$ cat config.mk
export PLATFORM = sky130hd
export DESIGN_NAME = spin_ctrl
export DESIGN_NICKNAME = d
export VERILOG_FILES = /design/src/rtl/spin_ctrl_pkg.sv /design/src/rtl/spin_pos.sv /design/src/rtl/spin_ctrl.sv
export SDC_FILE = /design/constraint.sdc
export NUM_CORES = 1
export LEC_CHECK = 0
export ABC_CLOCK_PERIOD_IN_PS = 5300
export BUFFER_PORTS_ARGS = -buffer_cell sky130_fd_sc_hd__buf_2
export CORE_MARGIN = 4
export CORE_UTILIZATION = 50
export DETAILED_ROUTE_END_ITERATION = 8
export PLACE_DENSITY_LB_ADDON = 0.12
export SLEW_MARGIN = 20
export SYNTH_ARGS = -nofsm -noshare
export SYNTH_HDL_FRONTEND = slang
export SYNTH_HIERARCHICAL = 1
export SYNTH_SLANG_ARGS = --single-unit
$ cat constraint.sdc
create_clock -name clk_i -period 5.3 [get_ports clk_i]
set_input_delay 0.265 -clock clk_i [delete_from_list [all_inputs] [get_ports clk_i]]
set_output_delay 0.265 -clock clk_i [all_outputs]
set_load 0.05 [all_outputs]
$ cat src/rtl/spin_ctrl_pkg.sv
// rtl/spin_ctrl_pkg.sv - shared state encodings and defaults for the LED spinner sequencer
package spin_ctrl_pkg;

    typedef enum logic [1:0] {
        ST_IDLE     = 2'd0,
        ST_ADJUST   = 2'd1,
        ST_RUN      = 2'd2,
        ST_STOPPING = 2'd3
    } state_t;

    localparam int DEFAULT_SPEED_W = 4;

endpackage

$ cat src/rtl/spin_pos.sv
// rtl/spin_pos.sv - LED position counter with up/down wrap and registered one-hot decode
module spin_pos #(
    parameter  int NUM_LEDS = 8,
    localparam int POS_W    = (NUM_LEDS > 1) ? $clog2(NUM_LEDS) : 1
) (
    input  logic                clk_i,
    input  logic                rst_i,
    input  logic                advance,
    input  logic                dir,
    output logic [POS_W-1:0]    pos_o,
    output logic [NUM_LEDS-1:0] led_o
);

    localparam logic [POS_W-1:0] LAST = POS_W'(NUM_LEDS - 1);

    logic [POS_W-1:0] pos_next;

    always_comb begin
        pos_next = pos_o;
        if (advance) begin
            if (dir) begin
                pos_next = (pos_o == '0) ? LAST : pos_o - 1'b1;
            end else begin
                pos_next = (pos_o == LAST) ? '0 : pos_o + 1'b1;
            end
        end
    end

    // led_o is decoded from the next position so it changes on the same edge as pos_o
    always_ff @(posedge clk_i) begin
        if (rst_i) begin
            pos_o <= '0;
            led_o <= NUM_LEDS'(1);
        end else begin
            pos_o <= pos_next;
            led_o <= NUM_LEDS'(1) << pos_next;
        end
    end

endmodule

$ cat src/rtl/spin_ctrl.sv
// rtl/spin_ctrl.sv - spinner sequencer: start/stop FSM, ramped speed code, LED position advance
module spin_ctrl
    import spin_ctrl_pkg::*;
#(
    parameter  int NUM_LEDS   = 8,
    parameter  int SPEED_W    = DEFAULT_SPEED_W,
    parameter  int RAMP_TICKS = 4,
    localparam int POS_W      = (NUM_LEDS > 1) ? $clog2(NUM_LEDS) : 1
) (
    input  logic                clk_i,
    input  logic                rst_i,
    input  logic                start_i,
    input  logic                stop_i,
    input  logic                dir_i,
    input  logic [SPEED_W-1:0]  speed_tgt_i,
    input  logic                tick_i,
    output logic [SPEED_W-1:0]  speed_o,
    output logic [POS_W-1:0]    pos_o,
    output logic [NUM_LEDS-1:0] led_o,
    output logic                running_o
);

    localparam int                RAMP_W    = $clog2(RAMP_TICKS) + 1;
    localparam logic [RAMP_W-1:0] RAMP_LAST = RAMP_W'(RAMP_TICKS - 1);

    state_t            state;
    logic [RAMP_W-1:0] ramp_cnt;
    logic              advance;
    logic              ramp_done;

    assign advance   = tick_i && (state != ST_IDLE);
    assign ramp_done = tick_i && (ramp_cnt == RAMP_LAST);

    spin_pos #(
        .NUM_LEDS (NUM_LEDS)
    ) u_pos (
        .clk_i   (clk_i),
        .rst_i   (rst_i),
        .advance (advance),
        .dir     (dir_i),
        .pos_o   (pos_o),
        .led_o   (led_o)
    );

    always_ff @(posedge clk_i) begin
        if (rst_i) begin
            state     <= ST_IDLE;
            speed_o   <= '0;
            ramp_cnt  <= '0;
            running_o <= 1'b0;
        end else begin
            case (state)
                ST_IDLE: begin
                    if (start_i && !stop_i) begin
                        state     <= ST_ADJUST;
                        ramp_cnt  <= '0;
                        running_o <= 1'b1;
                    end
                end
                ST_ADJUST: begin
                    if (stop_i) begin
                        state    <= ST_STOPPING;
                        ramp_cnt <= '0;
                    end else if (speed_o == speed_tgt_i) begin
                        state    <= ST_RUN;
                        ramp_cnt <= '0;
                    end else if (ramp_done) begin
                        // step direction follows the target as it is at this tick
                        ramp_cnt <= '0;
                        speed_o  <= (speed_o < speed_tgt_i) ? speed_o + 1'b1 : speed_o - 1'b1;
                    end else if (tick_i) begin
                        ramp_cnt <= ramp_cnt + 1'b1;
                    end
                end
                ST_RUN: begin
                    if (stop_i) begin
                        state    <= ST_STOPPING;
                        ramp_cnt <= '0;
                    end else if (speed_tgt_i != speed_o) begin
                        state    <= ST_ADJUST;
                        ramp_cnt <= '0;
                    end
                end
                ST_STOPPING: begin
                    if (start_i && !stop_i) begin
                        state    <= ST_ADJUST;
                        ramp_cnt <= '0;
                    end else if (ramp_done) begin
                        ramp_cnt <= '0;
                        if (speed_o == '0) begin
                            state     <= ST_IDLE;
                            running_o <= 1'b0;
                        end else begin
                            speed_o <= speed_o - 1'b1;
                        end
                    end else if (tick_i) begin
                        ramp_cnt <= ramp_cnt + 1'b1;
                    end
                end
                default: begin
                    state     <= ST_IDLE;
                    running_o <= 1'b0;
                end
            endcase
        end
    end

endmodule

==> key figures <==
Timing
  – Period utilization: 40.0%
  – Final hold vios: 0
  – Max_slew headroom: 63.1%
  – Final min period: 2120 ps
  – Hold_ws: 302 ps
  – Setup slack after layout: 3180 ps
  – RSZ-0062 raised after global routing: false
  – Setup-failing EPs final: 0
  – Slew Limit Fails: 0
  – Setup TNS: 0 ps
  – F_max: around 0.47 GHz
  – Measured slew at the worst slew-check pin: 554 ps
  – Clk_skew: about 18 ps

Hold path
  – Hold worst-path end: state[0]
  – Hold Crit Start: start_i
  – Hold Crit Depth: 3
  – Hold Crit Class: in -> reg

Clocking
  – Clock-pin slew on the worst setup and hold paths: around 130 ps
  – Root buffer cell: clkbuf_4
  – Postcts setup bufs: 0
  – Maximum root-to-sink buffer count: 2
  – Insertion delay to the later sink of the worst-skew pair: 320 ps
  – CTS sink cnt: 21
  – CTS buffer count: 3
  – Hold_buf cts: 0
  – CTS tree: built
  – H-Tree Depth: 1
  – Resized cells post-CTS: 0

Route
  – DRC viols: 0
  – 1st-iter DRT viols: 31
  – DR vias/cell: 5.75
  – WL/cell: 14.1 um
  – Final ANT Viol Nets: 0
  – Via Count: ~1200
  – Detailed Route WL: 2860 um
  – DR pass1 iterations: 4

Logic synthesis
  – Seq/Total Area, Yosys: between 30 and 40%
  – Post-synth EDFFs: 0
  – Largest area contributor in the netlist: dfxtp_1
  – Yosys top cell area share: 32.8%
  – Synth Register Bits: 21
  – Mapped Area: 0.00128 mm2
  – Syn Inst Count: about 150
  – Netlist cell types: 50
  – Avg Inst Size Synth: 8.67 um2
  – Mapped Nets: 170
  – Post-synth ARST share: 0%
  – Warnings, synthesis: 6
  – Area contributors post-synth: dfxtp_1, ha_1, nor3_1
  – Synth Flop Type: dfxtp_1

Global route
  – Largest net degree at the start of global routing: 20
  – First-pass GRT wire length: 4690 um
  – Total grt overflow: 0
  – Vias in the first global route: 1113
  – Overall global routing resource usage: between 10% and 20%
  – Initial antenna violation count: 0

Finish
  – Commonest non-fill, non-tap cell in the layout: buf_2
  – Synth-to-layout area growth: 13.2%
  – Final Non-Filler Cells: roughly 200
  – Layout cells sized above 1: ~22%
  – Most frequent cells in the layout: buf_2, dfxtp_1, nor2_1
  – Final instance area: 0.00145 mm2
  – N_diodes: 0
  – Layout Nets: 196

Floorplanning
  – I/O pins: 26
  – Die height: just under 60 um
  – Die X: between 50 and 60 um
  – Row count: 18
  – Initial Util: a little over half
  – Die Area: 0.00344 mm2
  – Core Area: 0.00245 mm2

Place
  – Pre-CTS setup slack: 3200 ps
  – GPL Wtd Cong: about 0.9
  – Placed instance count: between 150 and 200
  – IO buf count: 25
  – Cell Area, Placed: between 0.001 and 0.0015 mm2
  – Dpl hpwl: 2240 um

Critical path
  – R2R setup slack: 3180 ps
  – Critical path class: reg -> reg
  – Critical Path Source Type: flop
  – Worst EP arrival: 2310 ps
  – CP Max Fanout: 6
  – R2R cell count: 7
  – Reg-to-Reg End: speed_o[2]
  – Endpoint type of the worst setup path: flop
  – RR Startpoint: speed_o[0]
  – Worst EP required: 5490 ps

Pwr
  – Max IR drop VDD: between 0.0002 and 0.00025 V
  – Leak: 0.624 nW
  – Pwr dens: 237 mW/mm2

Run status
  – Status: completed

Job
  – Max-Cap Viols: 0
==> per-layer routing <==
layer  track usage [%]  wire (um)  vias up
met5                 0          0        -
met4              8.74         58        0
met3              4.39        123        8
met2              30.5       1410       28
met1              20.8       1270      540
li1                  -          -      592
==> stage by stage <==
stage	util [%]	total power, mW
finish	59.1	0.344
global route	59.1	0.366
CTS	59.1	0.348
detailed placement	57.9	0.267
global placement	57.9	0.264
floorplan	-	0.246
==> logic make-up after synthesis <==
logic type,count (synthesis),synth area share (%)
AND/OR/NAND/NOR,64,27.8
AO/OA/AOI/OAI,31,19.1
flip-flops,21,32.8
buffers and inverters,15,5.07
adder cells (fa/ha/maj),12,11.7
XOR/XNOR,4,2.73
multiplexers,1,0.781
==> flip-flops by register name (all words and copies together) (netlist names) <==
signal	cells
ramp_cnt	3
running_o	1
speed_o	4
state	2
u_pos/led_o	8
u_pos/pos_o	3
==> synth_stat cells (all sizes together), types with 2 or more instances <==
cell type,n
nor2b,4
a21o,2
or2,2
inv,11
nand3,7
o21ai,3
xor2,2
a31oi,2
nand2,7
nor3,12
a221oi,2
xnor2,2
clkbuf,2
nor2,13
o21a,2
buf,2
dfxtp,21
and2,2
o31ai,2
a21oi,4
ha,12
a211oi,2
nand4,2
and3,2
o211ai,3
nand3b,3
nand2b,3
==> critical path: stages, from the launching register on <==
cell,delay [ps]
dfxtp_1,420
inv_1,100
ha_1,290
and4_1,220
nor3_2,210
o2111ai_2,270
a221oi_1,350
o311ai_1,140
==> where the power goes <==
part           leakage (nW)  internal [mW]  switching, mW  total (mW)
logic                 0.439         0.0290         0.0594      0.0884
clock network        0.0139         0.0289         0.0521      0.0809
registers             0.171          0.166        0.00910       0.175
total                 0.624          0.224          0.121       0.344
==> area by class of cell <==
type                            instances  area [um2]
Inverter                               11        41.3
Tap cell                               30        37.5
Multi-Input combinational cell        112         797
Sequential cell                        21         420
Clock inverter                          1        7.51
Clock buffer                            3        22.5
Fill cell                             231        1000
Timing Repair Buffer                   25         125
==> how the worst max path moves through the flow <==
| stage | startpoint | endpoint | cells after the start | slack (ps) |
|---|---|---|---|---|
| 2_1_floorplan | speed_o[0] | speed_o[2] | 7 | 3030 |
| 3_3_place_gp | speed_o[0] | speed_o[2] | 7 | 3330 |
| 6_report | speed_o[0] | speed_o[2] | 7 | 3180 |
| 5_1_grt | speed_o[3] | speed_o[2] | 5 | 2970 |
| 3_5_place_dp | speed_o[0] | speed_o[2] | 7 | 3200 |
| 4_1_cts | speed_o[0] | speed_o[2] | 7 | 3200 |
(Power assumes the default switching activity.)
